[config.mk]
export PLATFORM = sky130hd
export DESIGN_NAME = pipe_skid_stage
export DESIGN_NICKNAME = d
export VERILOG_FILES = /design/src/rtl/pipe_skid_stage.sv
export SDC_FILE = /design/constraint.sdc
export NUM_CORES = 1
export LEC_CHECK = 0
export BUFFER_PORTS_ARGS = -buffer_cell sky130_fd_sc_hd__buf_2
export CAP_MARGIN = 20
export CORE_MARGIN = 4
export CORE_UTILIZATION = 50
export CTS_BUF_LIST = sky130_fd_sc_hd__clkbuf_8
export CTS_CLUSTER_DIAMETER = 30
export DETAILED_ROUTE_END_ITERATION = 8
export GPL_TIMING_DRIVEN = 0
export PLACE_DENSITY = 0.74
export REMOVE_ABC_BUFFERS = 1
export SYNTH_ARGS = -nofsm -noshare
export SYNTH_HDL_FRONTEND = slang
export SYNTH_SLANG_ARGS = --single-unit
[constraint.sdc]
create_clock -name clk -period 5.2 [get_ports clk]
set_clock_uncertainty 0.2 [all_clocks]
set_input_delay 1.04 -clock clk [delete_from_list [all_inputs] [get_ports clk]]
set_output_delay 1.04 -clock clk [all_outputs]
set_load 0.01 [all_outputs]
[src/rtl/pipe_skid_stage.sv]
// Elastic two-entry pipeline stage (main + skid) with fully registered
// in_ready/out_valid/out_data, so no combinational handshake path crosses it.
module pipe_skid_stage #(
    parameter int WIDTH = 32
) (
    input  logic             clk,
    input  logic             reset,
    input  logic             flush,
    input  logic             in_valid,
    output logic             in_ready,
    input  logic [WIDTH-1:0] in_data,
    output logic             out_valid,
    input  logic             out_ready,
    output logic [WIDTH-1:0] out_data,
    output logic [1:0]       occupancy
);

    logic             main_v_q, main_v_d;
    logic             skid_v_q, skid_v_d;
    logic [WIDTH-1:0] main_data_q, main_data_d;
    logic [WIDTH-1:0] skid_data_q, skid_data_d;
    logic             accept, issue;

    assign in_ready  = ~skid_v_q;
    assign out_valid = main_v_q;
    assign out_data  = main_data_q;
    assign occupancy = {1'b0, main_v_q} + {1'b0, skid_v_q};

    assign accept = in_valid & in_ready;
    assign issue  = main_v_q & out_ready;

    always_comb begin
        main_v_d    = main_v_q;
        skid_v_d    = skid_v_q;
        main_data_d = main_data_q;
        skid_data_d = skid_data_q;
        if (flush) begin
            // Payload registers keep their contents; only the valids clear.
            main_v_d = 1'b0;
            skid_v_d = 1'b0;
        end else if (!main_v_q) begin
            if (accept) begin
                main_v_d    = 1'b1;
                main_data_d = in_data;
            end
        end else if (!skid_v_q) begin
            unique case ({accept, issue})
                2'b11: main_data_d = in_data;
                2'b10: begin
                    skid_v_d    = 1'b1;
                    skid_data_d = in_data;
                end
                2'b01: main_v_d = 1'b0;
                default: ;
            endcase
        end else if (issue) begin
            // Full: the skid entry moves up; upstream was already stalled.
            main_data_d = skid_data_q;
            skid_v_d    = 1'b0;
        end
    end

    always_ff @(posedge clk) begin
        if (reset) begin
            main_v_q    <= 1'b0;
            skid_v_q    <= 1'b0;
            main_data_q <= '0;
            skid_data_q <= '0;
        end else begin
            main_v_q    <= main_v_d;
            skid_v_q    <= skid_v_d;
            main_data_q <= main_data_d;
            skid_data_q <= skid_data_d;
        end
    end

endmodule

==> flow_summary.ini <==
[power]
p_int_mw = 0.845
p_switching_mw = 0.269
netSwitchingFraction_pct = 24.1
p_clk_share_pct = 38.5
max-vdd-ir-drop_mv = 0.154
powerDensity_nw_per_um2 = 271
power.leakage_nw = 1.73
seq_power_share_pct = 47.9
power_frac_comb_pct = 13.6

[critical_path]
cp-end-kind = primary output
r2r_cells = 7
crit_arrival_ns = 1.89
startpoint_type = flip-flop
setup.worst_path.end = occupancy[0]
timing.rr.end = out_data[13]$_SDFFE_PP0P_
critPathRequiredTime_ns = 3.96
crit_type = reg2out
worstReg2RegStart = skid_v_q$_SDFFE_PP0P_
crit_start = skid_v_q$_SDFFE_PP0P_
reg2reg_slack_ns = 2.31
critical_path.max_fanout = 41

[status]
status = complete, no violations

[global_route]
grt_max_degree = 99
antenna_found_initial = 0
grt_pass1_wl_um = 12600
grt_pass1_vias = 2660
track_usage_pct = 17.9
grt_overflow_total = 0

[synthesis]
yosys_warnings = 0
avgSynthCellArea_um2 = 9.24
yosysSeqAreaShare_pct = 37.5
postSynthCellCount = 381
netlist_area_um2 = 3520
synth_seq_cells = 66
synth_cell_types = 24

[timing]
setup_viol = 0
post-route-period-util_pct = 60.1
relSlewSlack_pct = 35.6
clock.fmax_mhz = 320
hold_viol = 0
rsz0062_at_grt = false
period_minus_slack_ns = 3.13
worstMarginPinSlew_ns = 0.965
setup_ws_ns = 2.07
final_max_slew_viol_count = 0

[final_layout]
num_antenna_cells = 0
fin_nets = 464
area_delta_synth_final_pct = 16.7
final_area_um2 = 4110
drive_above_1_share_pct = 37.0
nFillCells = 609

[min_path]
hold_depth = 2
min_path_type = reg2reg

[drt]
dr.first_iter.drc_count = 143
num_vias = 2875
avgViaCountPerCell = 5.47
antenna_left = 0
totalWireLength_um = 7570
dr.pass1.iters = 4
drc = 0
wl_per_cell_um = 14.4

[floorplanning]
die_w_um = 91.9
coreArea_um2 = 6830
start_util_pct = 51.5
die-area_um2 = 8450
die_h_um = 91.9
ios = 73
num_rows = 30

[clock_network]
h-tree-depth = 3
cts_resized = 0
cts_hold_buffers = 0
clk_latency_ns = 0.32
cts_tree = yes
cts_buffer_depth = 2
cts_buffers = 9
clock_sinks = 66
clkTransAtPathRegs_ns = 0.07
root_buffer = clkbuf_8
post_cts_buffers = 0

[placement]
post_dp_cell_area_um2 = 3910
hpwl_um = 4640
pre_cts_ws_ns = 1.96
gp_congestion = 0.724
io_buffer_count = 72

[job]
drv_cap = 0
==> cells in the final DEF, fill, tap and decap left out, drive strengths merged <==
cell type  count
o21ai         33
a211oi         1
clkinv         1
inv            6
a2bb2oi        1
nand3b        32
a211o          1
nor2b         32
bufinv         1
buf           77
nor4bb         1
dfxtp         66
a21oi         65
clkbuf        11
nand2b         2
a21bo         32
a2111oi        1
nand4bb        1
mux2          32
nand3         32
ha             2
==> cell usage after synthesis <==
master	number	area [um2]
dfxtp_1	66	1320
a21oi_1	65	325
a21bo_2	32	320
nand3_1	32	160
nand3b_1	32	240
nor2b_1	32	200
mux2_4	30	450
o21ai_0	28	140
clkbuf_1	26	97.6
buf_2	13	65.1
o21ai_1	5	25.0
buf_6	3	33.8
inv_1	3	11.3
buf_1	2	7.51
ha_1	2	25.0
mux2_2	2	22.5
a2111oi_0	1	8.76
a211o_1	1	8.76
a211oi_1	1	7.51
a2bb2oi_1	1	8.76
nand2b_1	1	6.26
nand2b_4	1	13.8
nand4bb_1	1	11.3
nor4bb_1	1	10.0
==> cell families (layout without fill, tap and decap cells) <==
| logic type | count (synthesis) | after routing | synth area share (%) |
|---|---|---|---|
| flip-flops | 66 | 66 | 37.5 |
| AND/OR/NAND/NOR | 100 | 100 | 18.2 |
| adder cells (fa/ha/maj) | 2 | 2 | 0.711 |
| AO/OA/AOI/OAI | 134 | 134 | 24.0 |
| buffers and inverters | 47 | 96 | 6.11 |
| multiplexers | 32 | 32 | 13.4 |
==> power by group through the flow <==
stage	registers (mW)	logic, mW	clock network (mW)
after CTS	0.534	0.152	0.440
after global placement	0.549	0.139	0
after global routing	0.536	0.164	0.466
after detailed placement	0.545	0.152	0
final	0.534	0.151	0.428
after floorplan	0.554	0.0752	0
==> registers in the layout, summed over array words and instances, names as in the netlist <==
name / flops
out_data: 32
skid_data_q: 32
out_valid: 1
skid_v_q: 1
==> critical path, stage by stage (launching register included) <==
cell     delay, ns
dfxtp_2       0.71
buf_12        0.29
inv_1         0.09
ha_1          0.27
inv_1         0.07
buf_2         0.13
==> worst min-delay path by stage <==
stage | from | endpoint | slack (ns)
5_1_grt | skid_data_q[29]$_SDFFE_PP0P_ | skid_data_q[29]$_SDFFE_PP0P_ | 0.30
4_1_cts | skid_data_q[8]$_SDFFE_PP0P_ | skid_data_q[8]$_SDFFE_PP0P_ | 0.28
2_1_floorplan | skid_data_q[0]$_SDFFE_PP0P_ | skid_data_q[0]$_SDFFE_PP0P_ | 0.25
3_5_place_dp | skid_data_q[8]$_SDFFE_PP0P_ | skid_data_q[8]$_SDFFE_PP0P_ | 0.27
6_report | skid_data_q[27]$_SDFFE_PP0P_ | skid_data_q[27]$_SDFFE_PP0P_ | 0.27
3_3_place_gp | skid_data_q[17]$_SDFFE_PP0P_ | skid_data_q[17]$_SDFFE_PP0P_ | 0.26
==> per-stage QoR <==
stage                     hold slack, ns  instances  utilization [%]  setup TNS [ns]  total power, mW
after floorplan                    0.248        337                -               0            0.630
after global placement             0.261        505             55.6          -45.05            0.689
after detailed placement           0.267        510             57.3               0            0.697
after CTS                          0.277        526             60.2               0             1.13
after global routing               0.303        526             60.2               0             1.17
final                              0.274        526             60.2               0             1.11
==> layer usage <==
layer | vias up | share of wire [%] | global-route usage (%)
li1 | 1433 | - | -
met1 | 1383 | 48 | 24.0
met2 | 55 | 47 | 28.3
met3 | 4 | 4.5 | 5.17
met4 | 0 | 0.58 | 4.21
met5 | - | 0 | 0
==> area by class of cell <==
cell class	instances	area (um2)	share of cell area [%]
well taps	96	120	2.92
clock buffers	11	151	3.68
repair buffers	77	457	11.1
multi-input cells	268	2000	48.7
inverters	3	11.3	0.274
clock inverters	5	46.3	1.13
flip-flops and latches	66	1320	32.2
(Power assumes the default switching activity.)
